**src/rtl/stream_mux_n_pkg.sv**
```systemverilog
// rtl/stream_mux_n_pkg.sv - shared helpers for the N-channel stream multiplexer
package stream_mux_n_pkg;

    // Channel index reached by stepping off positions past base, modulo n.
    function automatic int wrap_idx(input int base, input int off, input int n);
        return (base + off) % n;
    endfunction

endpackage

```
**src/rtl/stream_mux_n_rr_arbiter.sv**
```systemverilog
// rtl/stream_mux_n_rr_arbiter.sv - combinational rotate-and-priority-encode round-robin arbiter
module rr_arbiter
    import stream_mux_n_pkg::*;
#(
    parameter int NCH = 4,
    localparam int CH_W = $clog2(NCH)
) (
    input  logic [NCH-1:0]  req,
    input  logic [CH_W-1:0] last,
    output logic            gnt_vld,
    output logic [CH_W-1:0] gnt_idx
);

    // Scan last+1, last+2, ... so the previous winner gets lowest priority.
    always_comb begin
        gnt_vld = 1'b0;
        gnt_idx = '0;
        for (int i = 1; i <= NCH; i++) begin
            if (!gnt_vld && req[wrap_idx(int'(last), i, NCH)]) begin
                gnt_vld = 1'b1;
                gnt_idx = CH_W'(wrap_idx(int'(last), i, NCH));
            end
        end
    end

endmodule

```
**src/rtl/stream_mux_n.sv**
```systemverilog
// rtl/stream_mux_n.sv - N-channel registered stream mux with fixed-select or round-robin arbitration
module stream_mux_n
    import stream_mux_n_pkg::*;
#(
    parameter int WIDTH = 7,
    parameter int NCH   = 4,
    localparam int CH_W = $clog2(NCH)
) (
    input  logic                 clk,
    input  logic                 rst_n,
    input  logic                 rr_en,
    input  logic [CH_W-1:0]      sel,
    input  logic [NCH*WIDTH-1:0] in_data,
    input  logic [NCH-1:0]       in_valid,
    output logic [NCH-1:0]       in_ready,
    output logic [WIDTH-1:0]     out_data,
    output logic [CH_W-1:0]      out_ch,
    output logic                 out_valid,
    input  logic                 out_ready
);

    logic [CH_W-1:0]  last;
    logic             rr_vld;
    logic [CH_W-1:0]  rr_idx;
    logic             fix_vld;
    logic             grant_vld;
    logic [CH_W-1:0]  grant_idx;
    logic [WIDTH-1:0] grant_data;
    logic             slot_free;
    logic             accept;

    rr_arbiter #(.NCH(NCH)) u_rr_arbiter (
        .req     (in_valid),
        .last    (last),
        .gnt_vld (rr_vld),
        .gnt_idx (rr_idx)
    );

    // Compare against each legal index so an out-of-range sel simply never matches.
    always_comb begin
        fix_vld = 1'b0;
        for (int k = 0; k < NCH; k++) begin
            if (sel == CH_W'(k) && in_valid[k]) begin
                fix_vld = 1'b1;
            end
        end
    end

    assign grant_vld = rr_en ? rr_vld : fix_vld;
    assign grant_idx = rr_en ? rr_idx : sel;
    assign slot_free = !out_valid || out_ready;
    assign accept    = rst_n && slot_free && grant_vld;

    always_comb begin
        grant_data = '0;
        in_ready   = '0;
        for (int k = 0; k < NCH; k++) begin
            if (grant_idx == CH_W'(k)) begin
                grant_data  = in_data[k*WIDTH +: WIDTH];
                in_ready[k] = accept;
            end
        end
    end

    always_ff @(posedge clk or negedge rst_n) begin
        if (!rst_n) begin
            out_valid <= 1'b0;
            out_data  <= '0;
            out_ch    <= '0;
            last      <= CH_W'(NCH - 1);
        end else begin
            if (accept) begin
                out_valid <= 1'b1;
                out_data  <= grant_data;
                out_ch    <= grant_idx;
                if (rr_en) begin
                    last <= grant_idx;
                end
            end else if (out_ready) begin
                out_valid <= 1'b0;
            end
        end
    end

endmodule

```
**config.mk**
```make
export PLATFORM = sky130hd
export DESIGN_NAME = stream_mux_n
export DESIGN_NICKNAME = d
export VERILOG_FILES = /design/src/rtl/stream_mux_n_pkg.sv /design/src/rtl/stream_mux_n_rr_arbiter.sv /design/src/rtl/stream_mux_n.sv
export SDC_FILE = /design/constraint.sdc
export NUM_CORES = 1
export LEC_CHECK = 0
export BUFFER_PORTS_ARGS = -buffer_cell sky130_fd_sc_hd__buf_2
export CORE_MARGIN = 3
export CORE_UTILIZATION = 48
export DETAILED_ROUTE_END_ITERATION = 12
export PLACE_DENSITY = 0.8
export SYNTH_ARGS = -nofsm -noshare
export SYNTH_HDL_FRONTEND = slang
export SYNTH_SLANG_ARGS = --single-unit
```
**constraint.sdc**
```tcl
create_clock -name clk -period 2.1 [get_ports clk]
set_clock_uncertainty 0.1 [all_clocks]
set_input_delay 0.21 -clock clk [delete_from_list [all_inputs] [get_ports clk]]
set_output_delay 0.21 -clock clk [all_outputs]
set_load 0.02 [all_outputs]
```
==> impl_metrics.py, run 1 <==
metrics = {
    "worst_setup_path": {
        "crit_path_start_kind": "flip-flop",
        "crit_fanout": 3,
        "worst-path-buf-inv": 1,
        "slowest_stage": "dfstp_2",
        "arrival_ps": 1930,
        "cp.depth": 6,
        "worst_setup_path_end_kind": "primary output",
        "timing.critical_path.cells": "nor2b_2, o311a_1, or2_4, or2_4, nor2_4, buf_6",
        "worstPathRequired_ps": 1790,
        "critical-path-top-delay-family": "simple AND/OR/NAND/NOR gates",
        "reg2regPathDepth": 6,
        "r2r_slack_ps": 70,
        "r2r_end": "out_data[2]",
        "crit_top_cell": "or2_4",
        "critPathKind": "reg2out",
        "worstReg2RegStart": "last[0]",
        "slowest_delay_ps": 560,
    },
    "sta": {
        "max_freq_mhz": 445,
        "layout_setup_ws_ps": -145,
        "relSlewSlack": 0.760,
        "hold_viol": 0,
        "setup_violations": 3,
        "hold_ws_ps": 148,
        "min_period_ps": 2240,
        "fin_crit_sh": 1.07,
        "rsz0062_at_grt": "yes",
        "drv_slew": 0,
        "tightest_slew_ps": 357,
    },
    "placement": {
        "gp_congestion": 0.874,
        "dp_hpwl_um": 3030,
        "placed_area_um2": 1600,
        "portBuffers": 51,
        "pre_cts_ws_ps": 17.4,
    },
    "clock_network": {
        "clkLatencyLatePin_ps": 280,
        "cts_sinks": 12,
        "clkTransAtPathRegs_ps": 90,
        "htree_levels": 1,
        "cts-root-buf": "clkbuf_4",
        "cts_tree": "built",
        "cts_inserted_buffers": 3,
        "clk_path_buf_depth": 2,
    },
    "finish": {
        "stdcell_area_um2": 1760,
        "antenna_cells": 0,
        "num-nets-final": 249,
        "area_delta_synth_final_pct": 38.6,
        "drive_gt1_frac": 0.481,
    },
    "pwr": {
        "p_seq_frac": 0.270,
        "p_leak_uw": 0.000790,
        "p_comb_frac": 0.581,
        "clkPwrFrac": 0.149,
        "power.net_switching_uw": 575,
        "peakVddDrop_mv": 0.558,
        "netSwitchingFraction": 0.437,
        "p_int_uw": 742,
        "p_per_area_nw_per_um2": 750,
    },
    "floorplan": {
        "core-area_um2": 2360,
        "initial_core_util": 0.536,
        "die_h_um": 57.4,
        "die_w_um": 57.4,
        "rows": 17,
        "ios": 52,
        "die_area_um2": 3290,
    },
    "run": {
        "maxCapViolCount": 0,
    },
    "worst_hold_path": {
        "min_to": "out_valid",
        "min_path_cells": 3,
        "hold_class": "in2reg",
        "hp-start": "out_ready",
    },
    "synth": {
        "ys_seq_area_frac": 0.239,
        "synth_top_area_share": 0.198,
        "post-synth-top-area-cell": "dfrtp_1",
        "synth_ff_type": "dfrtp_1",
        "syn-num-nets": 183,
        "yosysWarnings": 0,
        "synth_cell_type_count": 41,
        "synth-edff-count": 0,
        "ys_top_cells_by_area": "dfrtp_1 20%, a41o_1 5.5%, mux2i_1 5.5%, a311oi_1 4.8%, o2111ai_1 4.8%",
        "avgSynthCellArea_um2": 8.73,
        "syn_area_um2": 1270,
        "synth_cells": 145,
        "synth-seq-cells": 12,
        "synthArstFlopShare": 1.00,
    },
    "global_route": {
        "grt.total_usage": 0.257,
        "grt_pass1_wl_um": 6840,
        "grt_max_degree": 22,
        "grt-ovfl-total": 0,
        "antenna_found_initial": 0,
        "grt_pass1_vias": 1489,
    },
    "routing": {
        "detail_route.wl_per_cell_um": 17.1,
        "totalWireLength_um": 4070,
        "drc": 0,
        "via_per_inst": 6.56,
        "via_count": 1561,
        "dr.pass1.iters": 4,
        "drtAntennaViolNets": 0,
        "drt-initial-drc-count": 74,
    },
    "outcome": {
        "outcome": "complete, but fails checks",
        "failed_checks": "negative setup slack",
    },
}
-- repair_timing --
| action | CTS | global route |
|---|---|---|
| setup buffers | 5 | 0 |
| hold buffers | 1 | 0 |
| pin swaps | 8 | 2 |
| hold endpoints to repair | 12 | 0 |
| setup endpoints to repair | 4 | 8 |
| gates resized for setup | 13 | 7 |
-- power groups by stage --
stage                     logic [µW]  registers, µW  clock network (µW)
after floorplan                  366            429                   0
after global placement           636            361                   0
after global routing             823            365                 206
after CTS                        735            353                 191
final                            765            356                 196
after detailed placement         654            367                   0
-- worst reg2reg max path, delay by kind of cell (launching register included) --
kind / cells / cell delay, ps
compound gates: 3 / 750
flops: 1 / 560
simple gates: 2 / 300
buf+inv: 1 / 210
-- cells by family (layout without fill, tap and decap cells) --
group           after synthesis  after routing  synth area share
simple gates                 65             65             0.284
compound gates               46             46             0.323
flops                        12             12             0.239
buf+inv                      12             77            0.0632
mux                          10             10            0.0909
-- per-layer routing --
metal | track usage | up-vias | share of wire
met2 | 0.415 | 94 | 0.47
li1 | - | 726 | -
met3 | 0.0475 | 6 | 0.093
met5 | 0 | - | 0
met4 | 0.0828 | 0 | 0.013
met1 | 0.346 | 735 | 0.43
-- worst max path at each step --
stage	end	from	slack (ps)
floorplan	in_ready[2]	last[0]	-30
global placement	in_ready[2]	last[0]	50
detailed placement	out_data[6]	last[0]	20
CTS	in_ready[2]	last[0]	-140
global route	in_ready[2]	last[0]	-210
finish	in_ready[2]	last[0]	-140
-- metrics by stage --
stage / total power (µW) / setup TNS, ps / cells / utilization
2_1_floorplan: 795 / -86.6 / 145 / -
3_3_place_gp: 997 / 0 / 228 / 0.677
3_5_place_dp: 1020 / 0 / 228 / 0.677
4_1_cts: 1280 / -308 / 238 / 0.730
5_1_grt: 1390 / -573 / 238 / 0.744
6_report: 1320 / -346 / 238 / 0.744
-- sequential cells by signal (all words and copies together), names as in the netlist --
signal,cells
out_valid,1
out_ch,2
last,2
out_data,7
-- synthesized netlist by cell type, types with 2 or more instances --
master and n:
buf_6 4, o2111ai_1 7, nor3_1 2, a211oi_1 7
o211ai_2 2, nor4_1 7, nand4_1 7, nand2b_1 3
nor2_1 13, dfrtp_1 10, and3_1 8, nand2_1 14
o31ai_1 7, and2_1 2, a311oi_1 7, o21a_1 2
o21ai_1 2, clkbuf_1 4, dfstp_2 2, a41o_1 7
nand3_1 2, mux2i_1 7
-- cells in the final DEF, fill, tap and decap left out, types with 2 or more instances in the layout --
cell | Yosys | layout
and2_1 | 2 | 2
nand2_2 | 0 | 2
o31ai_1 | 7 | 6
nor4_1 | 7 | 5
nor2_4 | 0 | 3
a311oi_1 | 7 | 7
buf_4 | 1 | 21
nor3_2 | 0 | 2
nor2_1 | 13 | 10
nand2b_1 | 3 | 3
nand4_1 | 7 | 7
clkbuf_4 | 0 | 3
dfstp_2 | 2 | 2
o2111ai_1 | 7 | 7
dfrtp_1 | 10 | 10
a211oi_1 | 7 | 7
buf_2 | 1 | 47
mux2i_1 | 7 | 7
or2_4 | 1 | 2
nand2_1 | 14 | 12
o21a_1 | 2 | 2
buf_6 | 4 | 2
a41o_1 | 7 | 7
o21ai_1 | 2 | 2
nand3_1 | 2 | 2
o211ai_2 | 2 | 2
nor4_2 | 0 | 2
and3_1 | 8 | 7
-- cell type report --
cell class / instances / area [µm²]
Fill cell: 169 / 606
Sequential cell: 12 / 303
Tap cell: 28 / 35.0
Inverter: 2 / 7.51
Timing Repair Buffer: 71 / 425
Multi-Input combinational cell: 121 / 948
Clock buffer: 4 / 36.3
No activity file was read; power rests on OpenSTA's default activity.
==> run 2, diff against run 1 <==
--- a/config.mk
+++ b/config.mk
@@ -6,10 +6,12 @@
 export NUM_CORES = 1
 export LEC_CHECK = 0
 export BUFFER_PORTS_ARGS = -buffer_cell sky130_fd_sc_hd__buf_2
+export CELL_PAD_IN_SITES_DETAIL_PLACEMENT = 0
+export CELL_PAD_IN_SITES_GLOBAL_PLACEMENT = 2
 export CORE_MARGIN = 3
-export CORE_UTILIZATION = 48
+export CORE_UTILIZATION = 27
 export DETAILED_ROUTE_END_ITERATION = 12
-export PLACE_DENSITY = 0.8
+export PLACE_DENSITY_LB_ADDON = 0.1
 export SYNTH_ARGS = -nofsm -noshare
 export SYNTH_HDL_FRONTEND = slang
 export SYNTH_SLANG_ARGS = --single-unit
==> run 2 against run 1 <==
- the run still ends with negative setup slack left
- combinational power is 7.2% higher
- total power grew 6.0%
- global-route usage decreased by 9.2 points
- design area is 6.3% higher
- sequential power is essentially flat
- critical endpoint unchanged
- largest power group unchanged
- highest routed layer unchanged
==> impl_metrics.py, run 2 (synthesis gave the netlist of run 1 again) <==
metrics = {
    "pwr": {
        "p_total_uw": 1400,
        "p_leak_uw": 0.000828,
        "p_per_area_nw_per_um2": 749,
        "peakVddDrop_mv": 0.415,
    },
    "finish": {
        "drive_gt1_frac": 0.514,
        "regMostFlops": "out_data",
        "area_delta_synth_final_pct": 47.3,
        "stdcell_area_um2": 1870,
        "final-instance-count-excl-fill": 266,
        "num-nets-final": 253,
        "antenna_cells": 0,
        "final_cell_mix": "47 x buf_2, 25 x buf_4, 13 x nand2_1",
        "post-route-util": 0.420,
        "largest_register_ffs": 7,
        "layout_commonest_cell": "buf_2",
        "largest_registers": "out_data (7), last (2), out_ch (2)",
    },
    "floorplan": {
        "core-area_um2": 4440,
        "die_area_um2": 5550,
        "rows": 24,
        "die_w_um": 74.5,
        "ios": 52,
        "initial_core_util": 0.285,
        "die_h_um": 74.5,
    },
    "worst_setup_path": {
        "arrival_ps": 1870,
        "worstPathRequired_ps": 1790,
        "critPathKind": "reg2out",
        "r2r_slack_ps": 40,
        "crit_path_start_kind": "flip-flop",
        "worst_setup_path_end_kind": "primary output",
        "worstReg2RegStart": "last[0]",
        "reg2regPathDepth": 7,
        "r2r_end": "out_data[2]",
        "crit_fanout": 3,
    },
    "clock_network": {
        "clkTransAtPathRegs_ps": 50,
        "cts-root-buf": "clkbuf_8",
        "cts_tree": "built",
        "htree_levels": 1,
        "clkLatencyLatePin_ps": 240,
        "cts_inserted_buffers": 3,
        "cts_sinks": 12,
        "clk_path_buf_depth": 2,
    },
    "global_route": {
        "antenna_found_initial": 0,
        "grt.total_usage": 0.166,
        "grt_pass1_vias": 1408,
        "grt_pass1_wl_um": 7080,
        "grt-ovfl-total": 0,
        "grt_max_degree": 22,
    },
    "sta": {
        "relSlewSlack": 0.730,
        "fin_crit_sh": 1.04,
        "setup_violations": 2,
        "max_freq_mhz": 458,
        "rsz0062_at_grt": "yes",
        "drv_slew": 0,
        "min_period_ps": 2180,
        "hold_viol": 0,
        "tightest_slew_ps": 404,
        "layout_setup_ws_ps": -81.7,
    },
    "run": {
        "maxCapViolCount": 0,
    },
    "placement": {
        "portBuffers": 51,
        "gp_congestion": 0.808,
        "pre_cts_ws_ps": 51.0,
        "placed_area_um2": 1660,
        "dp.cells": 256,
        "dp_hpwl_um": 3440,
    },
    "routing": {
        "dr.pass1.iters": 4,
        "via_count": 1515,
        "totalWireLength_um": 4600,
        "drtAntennaViolNets": 0,
        "via_per_inst": 5.70,
        "drc": 0,
        "detail_route.wl_per_cell_um": 17.3,
        "drt-initial-drc-count": 108,
    },
    "worst_hold_path": {
        "hold_class": "in2reg",
        "min_to": "out_valid",
        "min_path_cells": 3,
        "hp-start": "out_ready",
    },
    "outcome": {
        "failed_checks": "negative setup slack",
        "outcome": "complete, but fails checks",
    },
}
## run 2: how the worst max path moves through the flow
| stage | startpoint | endpoint | slack (ps) | depth (start not counted) |
|---|---|---|---|---|
| 6_report | last[0] | in_ready[2] | -80 | 6 |
| 5_1_grt | last[0] | in_ready[2] | -130 | 6 |
| 4_1_cts | last[0] | in_ready[3] | -60 | 6 |
| 3_5_place_dp | last[0] | in_ready[3] | 50 | 6 |
| 3_3_place_gp | last[0] | in_ready[3] | 80 | 6 |
| 2_1_floorplan | last[0] | in_ready[2] | -30 | 6 |
## run 2: layout make-up
type | count | area (µm²)
clock buffer | 4 | 45.0
fill | 450 | 2580
inverter | 2 | 7.51
multi-input combinational | 121 | 990
sequential | 12 | 303
tap | 52 | 65.1
timing repair buffer | 75 | 455
## run 2: per-layer routing
layer / vias up / global-route usage / share of wire
met3: 4 / 0.0203 / 0.053
met5: - / 0 / 0
li1: 733 / - / -
met4: 0 / 0.0415 / 0.0070
met2: 50 / 0.264 / 0.47
met1: 728 / 0.237 / 0.47
## run 2: power by group
group          internal, µW  leakage, µW  switching [µW]  total, µW
Combinational           356     0.000662             464        820
Sequential              312     0.000143            46.1        358
Clock                   134    0.0000228            84.9        219
Total                   801     0.000828             595       1400
## run 2: worst max-delay path: stages (launching register included)
cell and delay, ps:
dfstp_2 540, nor2b_2 50, o311a_1 310, or2_4 240, or2_4 260, nor2_4 110, buf_6 120
## run 2: timing repair
item	in CTS	in global routing
hold endpoints to repair	10	0
setup buffers	7	0
resized for setup	16	10
hold buffers	1	0
setup endpoints to repair	4	11
pin swaps	9	7
## run 2: per-stage QoR
| stage | setup TNS, ps | hold slack [ps] |
|---|---|---|
| floorplan | -86.6 | -186 |
| global placement | 0 | 113 |
| detailed placement | 0 | 116 |
| CTS | -120 | 221 |
| global route | -358 | 239 |
| finish | -154 | 213 |
